File: config.mk
export PLATFORM = sky130hd
export DESIGN_NAME = dcache_2way_ctrl
export DESIGN_NICKNAME = d
export VERILOG_FILES = /design/src/rtl/dcache_2way_ctrl.sv
export SDC_FILE = /design/constraint.sdc
export NUM_CORES = 1
export LEC_CHECK = 0
export BUFFER_PORTS_ARGS = -buffer_cell sky130_fd_sc_hd__clkbuf_2
export CORE_AREA = 2 2 655 657
export DETAILED_ROUTE_END_ITERATION = 8
export DIE_AREA = 0 0 657 659
export SETUP_SLACK_MARGIN = 0.1
export SYNTH_ARGS = -nofsm -noshare
export SYNTH_HDL_FRONTEND = slang
export SYNTH_SLANG_ARGS = --single-unit
File: constraint.sdc
create_clock -name clk -period 3.5 [get_ports clk]
set_input_delay 0.875 -clock clk [delete_from_list [all_inputs] [get_ports clk]]
set_output_delay 0.875 -clock clk [all_outputs]
set_load 0.1 [all_outputs]
File: src/rtl/dcache_2way_ctrl.sv
// dcache_2way_ctrl
//   Controller for a 2-way set-associative data cache. The two way arrays sit
//   outside this block. They act on the negedge of clk and report
//   hit/valid/dirty/addr combinationally for the set addressed by way_addr.
//   This block handles one CPU load/store at a time:
//   lookup -> (victim writeback) -> refill -> install -> retry lookup -> done.
//   It keeps one LRU bit per set and counts first-lookup hits and misses.
//
// Ports
//   clk, rst                 posedge clock, synchronous active-high reset
//   cpu_req/we/addr/wdata/be CPU request, sampled in IDLE only
//   cpu_ready, cpu_rdata     one-cycle completion pulse and load data
//   cpu_busy                 high whenever the controller is not in IDLE
//   way_en/compare/read      way array controls
//   way_addr/wdata/be        latched request presented to both ways
//   way_line_in              line to install on refill
//   wayN_*                   status, resident address, word and line from way N
//   mem_req/we/addr/wline    line-wide memory request (registered)
//   mem_ack, mem_rline       memory completion pulse and refill data
//   hit_cnt, miss_cnt        performance counters, wrap modulo 2^CNT_W
module dcache_2way_ctrl #(
  parameter int LINE_W = 256,
  parameter int SETS   = 64,
  parameter int CNT_W  = 32
) (
  input  logic              clk,
  input  logic              rst,
  input  logic              cpu_req,
  input  logic              cpu_we,
  input  logic [31:0]       cpu_addr,
  input  logic [31:0]       cpu_wdata,
  input  logic [3:0]        cpu_be,
  output logic              cpu_ready,
  output logic [31:0]       cpu_rdata,
  output logic              cpu_busy,
  output logic [1:0]        way_en,
  output logic              way_compare,
  output logic              way_read,
  output logic [31:0]       way_addr,
  output logic [31:0]       way_wdata,
  output logic [3:0]        way_be,
  output logic [LINE_W-1:0] way_line_in,
  input  logic              way0_hit,
  input  logic              way0_dirty,
  input  logic              way0_valid,
  input  logic              way1_hit,
  input  logic              way1_dirty,
  input  logic              way1_valid,
  input  logic [31:0]       way0_addr_out,
  input  logic [31:0]       way1_addr_out,
  input  logic [31:0]       way0_data_out,
  input  logic [31:0]       way1_data_out,
  input  logic [LINE_W-1:0] way0_line_out,
  input  logic [LINE_W-1:0] way1_line_out,
  output logic              mem_req,
  output logic              mem_we,
  output logic [31:0]       mem_addr,
  output logic [LINE_W-1:0] mem_wline,
  input  logic              mem_ack,
  input  logic [LINE_W-1:0] mem_rline,
  output logic [CNT_W-1:0]  hit_cnt,
  output logic [CNT_W-1:0]  miss_cnt
);

  localparam int IDX_W = $clog2(SETS);

  typedef enum logic [2:0] {
    S_IDLE,
    S_LOOKUP,
    S_EVICT_RD,
    S_WB,
    S_REFILL,
    S_INSTALL,
    S_DONE
  } state_t;

  state_t              state_q, state_d;
  logic [31:0]         addr_q, addr_d;
  logic                we_q, we_d;
  logic [31:0]         wdata_q, wdata_d;
  logic [3:0]          be_q, be_d;
  logic                retry_q, retry_d;
  logic                victim_q, victim_d;
  logic [LINE_W-1:0]   line_q, line_d;
  logic [31:0]         rdata_q, rdata_d;
  logic                mem_req_q, mem_req_d;
  logic                mem_we_q, mem_we_d;
  logic [31:0]         mem_addr_q, mem_addr_d;
  logic [CNT_W-1:0]    hit_cnt_q, hit_cnt_d;
  logic [CNT_W-1:0]    miss_cnt_q, miss_cnt_d;
  logic [SETS-1:0]     lru_q, lru_d;

  logic [IDX_W-1:0]    set_idx;
  logic                h0, h1, any_hit, hit_way;
  logic                miss_victim, miss_victim_dirty;
  logic [31:0]         vic_addr_out;
  logic [LINE_W-1:0]   vic_line_out;
  logic                mem_done;

  assign set_idx = addr_q[5 +: IDX_W];

  // A raw tag match only counts together with valid. If both ways claim a
  // hit, way 0 wins.
  assign h0      = way0_hit & way0_valid;
  assign h1      = way1_hit & way1_valid & ~h0;
  assign any_hit = h0 | h1;
  assign hit_way = h1;

  // Fill an invalid way first (way 0 preferred), otherwise follow the LRU bit.
  assign miss_victim       = ~way0_valid ? 1'b0 : (~way1_valid ? 1'b1 : lru_q[set_idx]);
  assign miss_victim_dirty = miss_victim ? (way1_valid & way1_dirty)
                                         : (way0_valid & way0_dirty);

  assign vic_addr_out = victim_q ? way1_addr_out : way0_addr_out;
  assign vic_line_out = victim_q ? way1_line_out : way0_line_out;

  // Only an ack against an outstanding request counts.
  assign mem_done = mem_req_q & mem_ack;

  always_comb begin
    state_d     = state_q;
    addr_d      = addr_q;
    we_d        = we_q;
    wdata_d     = wdata_q;
    be_d        = be_q;
    retry_d     = retry_q;
    victim_d    = victim_q;
    line_d      = line_q;
    rdata_d     = rdata_q;
    mem_req_d   = mem_req_q;
    mem_we_d    = mem_we_q;
    mem_addr_d  = mem_addr_q;
    hit_cnt_d   = hit_cnt_q;
    miss_cnt_d  = miss_cnt_q;
    lru_d       = lru_q;
    cpu_ready   = 1'b0;
    way_en      = 2'b00;
    way_compare = 1'b0;
    way_read    = 1'b0;

    case (state_q)
      S_IDLE: begin
        if (cpu_req) begin
          addr_d  = cpu_addr;
          we_d    = cpu_we;
          wdata_d = cpu_wdata;
          be_d    = cpu_be;
          retry_d = 1'b0;
          state_d = S_LOOKUP;
        end
      end

      S_LOOKUP: begin
        way_en      = 2'b11;
        way_compare = 1'b1;
        way_read    = ~we_q;
        if (any_hit) begin
          if (!retry_q) begin
            hit_cnt_d = hit_cnt_q + CNT_W'(1);
          end
          lru_d[set_idx] = ~hit_way;
          if (we_q) begin
            // Only the hitting way may take the byte-enabled write.
            way_en   = hit_way ? 2'b10 : 2'b01;
            way_read = 1'b0;
            rdata_d  = 32'h0;
          end else begin
            rdata_d = hit_way ? way1_data_out : way0_data_out;
          end
          state_d = S_DONE;
        end else begin
          miss_cnt_d = miss_cnt_q + CNT_W'(1);
          victim_d   = miss_victim;
          if (miss_victim_dirty) begin
            state_d = S_EVICT_RD;
          end else begin
            mem_addr_d = {addr_q[31:5], 5'b0};
            mem_we_d   = 1'b0;
            state_d    = S_REFILL;
          end
        end
      end

      S_EVICT_RD: begin
        // The way loads its line output at the negedge. Capture it here so
        // the writeback line and address stay stable for the whole request.
        way_en     = victim_q ? 2'b10 : 2'b01;
        way_read   = 1'b1;
        line_d     = vic_line_out;
        mem_addr_d = vic_addr_out & 32'hFFFF_FFE0;
        mem_we_d   = 1'b1;
        state_d    = S_WB;
      end

      S_WB: begin
        if (mem_done) begin
          mem_req_d  = 1'b0;
          mem_addr_d = {addr_q[31:5], 5'b0};
          mem_we_d   = 1'b0;
          state_d    = S_REFILL;
        end else begin
          mem_req_d = 1'b1;
        end
      end

      S_REFILL: begin
        if (mem_done) begin
          mem_req_d = 1'b0;
          line_d    = mem_rline;
          state_d   = S_INSTALL;
        end else begin
          mem_req_d = 1'b1;
        end
      end

      S_INSTALL: begin
        way_en         = victim_q ? 2'b10 : 2'b01;
        lru_d[set_idx] = ~victim_q;
        retry_d        = 1'b1;
        state_d        = S_LOOKUP;
      end

      S_DONE: begin
        cpu_ready = 1'b1;
        rdata_d   = 32'h0;
        state_d   = S_IDLE;
      end

      default: begin
        state_d = S_IDLE;
      end
    endcase
  end

  always_ff @(posedge clk) begin
    if (rst) begin
      state_q    <= S_IDLE;
      addr_q     <= '0;
      we_q       <= 1'b0;
      wdata_q    <= '0;
      be_q       <= '0;
      retry_q    <= 1'b0;
      victim_q   <= 1'b0;
      line_q     <= '0;
      rdata_q    <= '0;
      mem_req_q  <= 1'b0;
      mem_we_q   <= 1'b0;
      mem_addr_q <= '0;
      hit_cnt_q  <= '0;
      miss_cnt_q <= '0;
      lru_q      <= '0;
    end else begin
      state_q    <= state_d;
      addr_q     <= addr_d;
      we_q       <= we_d;
      wdata_q    <= wdata_d;
      be_q       <= be_d;
      retry_q    <= retry_d;
      victim_q   <= victim_d;
      line_q     <= line_d;
      rdata_q    <= rdata_d;
      mem_req_q  <= mem_req_d;
      mem_we_q   <= mem_we_d;
      mem_addr_q <= mem_addr_d;
      hit_cnt_q  <= hit_cnt_d;
      miss_cnt_q <= miss_cnt_d;
      lru_q      <= lru_d;
    end
  end

  assign cpu_rdata   = rdata_q;
  assign cpu_busy    = (state_q != S_IDLE);
  assign way_addr    = addr_q;
  assign way_wdata   = wdata_q;
  assign way_be      = be_q;
  assign way_line_in = line_q;
  assign mem_req     = mem_req_q;
  assign mem_we      = mem_we_q;
  assign mem_addr    = mem_addr_q;
  assign mem_wline   = line_q;
  assign hit_cnt     = hit_cnt_q;
  assign miss_cnt    = miss_cnt_q;

endmodule
Word level (Yosys, flattened, before mapping)
Index checks and enable logic that the tools add are counted.
- add/sub/neg operators: 2
- multiplexer cells: 46
- eq/ne operators: 12
- magnitude comparators: 2
- bitwise gates (word level): 13
- reduce and logical (&&, ||, !) cells: 19
- operators with widths (operator ; number):
    two-way mux 256 bit ; 2
    one-hot mux 256 bit (2 select lines) ; 1
    two-way mux 32 bit ; 7
    bitwise mux 64 bit ; 2
    one-hot mux 64 bit (2 select lines) ; 1
    one-hot mux 32 bit (3 select lines) ; 1
    adder 32 x 1 -> 32 bit (second input constant) ; 2
    two-way mux 64 bit ; 1
    one-hot mux 32 bit (2 select lines) ; 1
    one-hot mux 3 bit (6 select lines) ; 1
    two-way mux 3 bit ; 5
    two-way mux 1 bit ; 14
    inequality test 2 bit (second input constant) ; 6
    AND reduction 2 bit ; 6
    equality test 3 bit (second input constant) ; 3
    two-way mux 2 bit ; 4
    nonzero test 2 bit ; 4
    less-than comparator 6 x 7 -> 1 bit (second input constant) ; 1
    bitwise AND 1 bit ; 6
    binary-select mux 1 bit (select 6 bit) ; 1
    demux 1 bit (select 6 bit) ; 1
    equality test 3 x 2 -> 1 bit (second input constant) ; 2
    >= comparator 6 x 1 -> 1 bit (second input constant) ; 1
    inverter 1 bit ; 6
    11 further kinds ; 15
- register bits after elaboration: 524
- output and inout bits: 716
- input bits: 975

Longest topological paths before layout
- depth in word-level cells: 8
- mapped depth: 13
- depth with buffers taken out: 8

Worst setup path after synthesis
Ideal clock, no wire load.
- path type: reg-to-output
- start: register state_q[1]
- end: output way_en[0]
- arrival time: 3.578 ns
- path buffers: 3
- stages on the path, launching flop included: 8
- path slack: -0.953 ns
- data required time: 2.625 ns
- path through: dfxtp_1 -> clkbuf_1 -> nand2b_1 -> nor2_1 -> clkbuf_1 -> clkbuf_1 -> a21oi_1 -> o21ai_0
- longest elaborated chain between the ends: 3
- RTL lines (element ; line ; source):
    from (decl) ; 77 ; state_t state_q, state_d;
    from (signal assigned) ; 253 ; state_q <= state_d;
    equality test 3 bit or equality test 3 x 2 -> 1 bit (tied branches) ; 141 ; case (state_q)
    OR reduction 2 bit (no line) ; -- ;
    one-hot mux 2 bit (2 select lines) * ; 141 ;
    to (decl) ; 36 ; output logic [1:0] way_en,
Mark *: on every way between the ends. The rest lies on a longest branch, timed or not.

Worst setup path in the final report
- start: register addr_q[7] (netlist: way_addr[7])
- end: register mem_addr_q[11] (netlist: mem_addr[11])
- longest elaborated chain between the ends: 7
- RTL lines (element ; line ; source):
    from (decl) ; 78 ; logic [31:0] addr_q, addr_d;
    from (signal assigned) ; 254 ; addr_q <= addr_d;
    binary-select mux 1 bit (select 6 bit) ; 110 ; assign miss_victim = ~way0_valid ? 1'b0 : (~way1_valid ? 1'b1 : lru_q[set_idx]);
    two-way mux 1 bit (implied by the code) ; 110 ;
    two-way mux 1 bit (2 in series) ; 110 ;
    two-way mux 1 bit ; 111 ; assign miss_victim_dirty = miss_victim ? (way1_valid & way1_dirty)
    inequality test 2 bit (no line) ; -- ;
    AND reduction 4 bit (no line) ; -- ;
    to (signal assigned) ; 264 ; mem_addr_q <= mem_addr_d;
    to (decl) ; 88 ; logic [31:0] mem_addr_q, mem_addr_d;
No other way between the ends. The select of a mux whose other input is x is not followed.
A chain may end at the register's enable or synchronous reset.

==> impl_results.md <==
- Post-route setup slack: 0.229 ns
- Max Slew Vio Count: 0
- Minimum clock period: 3.27 ns
- Initial drt markers: 3557
- Placed Instances: 10415
- Commonest non-fill, non-tap cells in the layout: clkbuf_2, nor2_1, dfxtp_1, a21oi_1, mux2i_1
- Total CTS buffers: 79
- Hold Slack: 0.269 ns
- Commonest non-fill, non-tap cell in the layout: clkbuf_2
- Worst EP required: 4.23 ns
- Die span in x: 657 µm
- Pre-CTS setup slack: 0.155 ns
- Min-delay worst type: in -> reg
- PwrDens: 494 mW/mm²
- Cell count after synthesis: 3456
- Peak supply drop: 0.332 mV
- Post-Syn Area: 0.0274 mm²
- Die area: 0.433 mm²
- Dpl hpwl: 363000 µm
- Final ANT Viol Nets: 0
- RR Startpoint: way_addr[7]$_SDFFE_PP0P_
- Crit share post-route: 93.4%
- Worst hold start: cpu_addr[10]
- FP Rows: 240
- Clock skew: 0.0770 ns
- Starting Density: 6.43%
- Worst R2R End: mem_addr[11]$_SDFFE_PP0P_
- Sequential share of power: 29.8%
- Hold buffer count at CTS: 0
- Leak Pwr: 17.9 nW
- Syn Area/Cell: 7.92 µm²
- Met3 WL post-DR: 61700 µm
- Hold Violations, Final: 0
- Fin cells: 10755
- Crit path launch type: flip-flop
- Area grow syn2layout: 62.3%
- CP Class: reg -> reg
- Post-Route M1 WL: 133000 µm
- Fraction of layout cells with a size suffix above 1: 40.5%
- Metal2 WL: 179000 µm
- Ports: 1691
- Final Core Density: 10.4%
- Post-route DRC: 0
- H-tree depth: 3
- Fmax: 306 MHz
- Final Cell Area: 0.0444 mm²
- Async SR Flop Fraction: 0%
- Number of global-route vias before repair: 29644
- Gpl congestion: 1.09
- Pint: 0.0123 W
- Min-Delay Path Depth: 3
- Clock group share of total power: 38.4%
- R2R Setup Slk: 0.23 ns
- DR pass1 iterations: 5
- Grt total ovfl: 0
- First-pass GRT wire length: 462000 µm
- Via-to-Cell Ratio: 3.15
- R2R depth: 9
- Cell accounting for the most synthesized area: dfxtp_1
- Avg WL per Cell: 37.1 µm
- CP endpoint kind: flip-flop
- NumNets Final: 5786
- Max-Cap Viols: 0
- Distinct cells, synth: 57
- Total global-route track usage: 17.6%
- Post-synth EDFFs: 0
- Clock latency on the worst-skew pair: 0.82 ns
- Clock root cell: clkbuf_16
- Post-synthesis sequential area ratio: 38.0%
- Buffers added on ports: 1675
- Hold Path End: way_addr[10]$_SDFFE_PP0P_
- Relative max-transition margin: 26.0%
- Clock sinks: 519
- Reg clk slew, reported paths: 0.06 ns
- Initial antenna violation count: 472
- Crit path arrival time: 4.00 ns
- Switching share of power: 44.1%
- Combinational power share: 31.8%
- Vias: 33869
- Ys Warns: 0
- Die Y: 659 µm
- Post-Route WL: 399000 µm
- Share of the synthesized area in the top cell type: 38.0%
- Clock tree buffer depth: 4
- Post-place instance area: 0.0413 mm²
- Final Setup Violations: 0
- Core Region: 0.426 mm²
- CTS tree: yes
- #FFs+latches synth: 519
- Top post-synthesis cells by area: dfxtp_1, mux2i_1, nor2_1
- Status: finished, final reports clean
- Worst-Margin Slew: 1.08 ns
- Post-synth top flop: dfxtp_1
- Largest net degree at the start of global routing: 93
- NetSw: 0.00968 W
- Top layer in use: met5
- Unrepaired setup endpoints after global routing: false
- Peak fanout along the critical path: 16
## state kept, by name, summed over array words and instances, names as in the netlist, 3 cells and up
register / cells
mem_wline: 256
lru_q: 64
mem_addr: 27
miss_cnt: 32
way_wdata: 32
state_q: 3
hit_cnt: 32
cpu_rdata: 32
way_addr: 32
way_be: 4
## critical path, cell delays in order (launching register included)
cell and delay (ns):
dfxtp_2 0.47, mux2_4 0.32, mux4_2 0.46, o31ai_2 0.30
o221ai_2 0.20, a2111oi_4 0.36, mux2i_2 0.33, o22a_2 0.29
buf_12 0.21, mux2i_1 0.21
## layout make-up
class	instances	area, µm²
tap	5687	7120
antenna	201	503
fill	50057	381000
sequential	519	10400
inverter	13	48.8
multi-input combinational	2394	14000
clock buffer	99	2190
timing repair buffer	1802	9750
clock inverter	40	389
## power by group through the flow
stage               Combinational (W)  Sequential (W)  Clock (W)
floorplan                     0.00283         0.00837          0
global placement              0.00702         0.00665          0
detailed placement            0.00704         0.00666          0
CTS                           0.00706         0.00653    0.00871
global route                  0.00726         0.00656    0.00884
finish                        0.00698         0.00653    0.00843
## worst max path at each step
stage | startpoint | endpoint | cells after the start
after floorplan | state_q[1]$_SDFFE_PP0P_ | way_en[0] | 7
after global placement | way_addr[7]$_SDFFE_PP0P_ | mem_addr[28]$_SDFFE_PP0P_ | 9
after detailed placement | way_addr[7]$_SDFFE_PP0P_ | mem_addr[15]$_SDFFE_PP0P_ | 9
after CTS | way_addr[7]$_SDFFE_PP0P_ | mem_addr[7]$_SDFFE_PP0P_ | 9
after global routing | way_addr[7]$_SDFFE_PP0P_ | mem_addr[26]$_SDFFE_PP0P_ | 9
final | way_addr[7]$_SDFFE_PP0P_ | mem_addr[11]$_SDFFE_PP0P_ | 9
## what timing repair did
action | in CTS | in global routing
gates cloned | 0 | 0
endpoints found under the setup margin | 4 | 31
pin swaps | 0 | 1
buffers inserted | 0 | 0
endpoints found under the hold margin | 0 | 0
resized for setup | 10 | 7
## Yosys cell counts, drive strengths merged, types with 2 or more instances
library cell,n
nor2,739
a211o,28
mux2i,380
nor3,15
o22ai,3
a2111oi,3
and2,7
nor2b,5
ha,2
a31oi,4
xnor2,16
o211ai,2
nand2,291
dfxtp,519
o2bb2ai,2
nand2b,32
inv,12
mux4,3
nand3b,5
nand3,28
buf,281
or3,8
o221ai,2
o21ai,27
or2,3
nand4,22
mux2,3
xor2,40
and3,15
or3b,4
a21oi,422
a211oi,258
clkbuf,253
and4,7
## logic make-up (layout without fill, tap and decap cells)
kind of cell / Yosys count / count (layout) / synth area share, %
xor gates and xnor gates: 56 / 56 / 1.79
other: 1 / 206 / 0.0137
DFF: 519 / 519 / 38.0
AOI/OAI and AO/OA: 762 / 762 / 17.1
muxes: 386 / 386 / 14.3
and+or+nand+nor: 1183 / 1183 / 17.6
adders and majority gates: 2 / 2 / 0.0914
buffers and inverters: 547 / 1954 / 11.2
## routing by layer
layer	global-route usage [%]	vias up
met3	11.8	940
met2	28.2	2371
li1	-	14583
met4	8.23	206
met5	0.554	-
met1	17.5	15769
## through the flow
| step | power [W] | TNS [ns] |
|---|---|---|
| after CTS | 0.0223 | 0 |
| after global routing | 0.0227 | 0 |
| after global placement | 0.0137 | 0 |
| final | 0.0219 | 0 |
| after floorplan | 0.0112 | -0.220 |
| after detailed placement | 0.0137 | 0 |
Power figures use the tool's default switching activity.
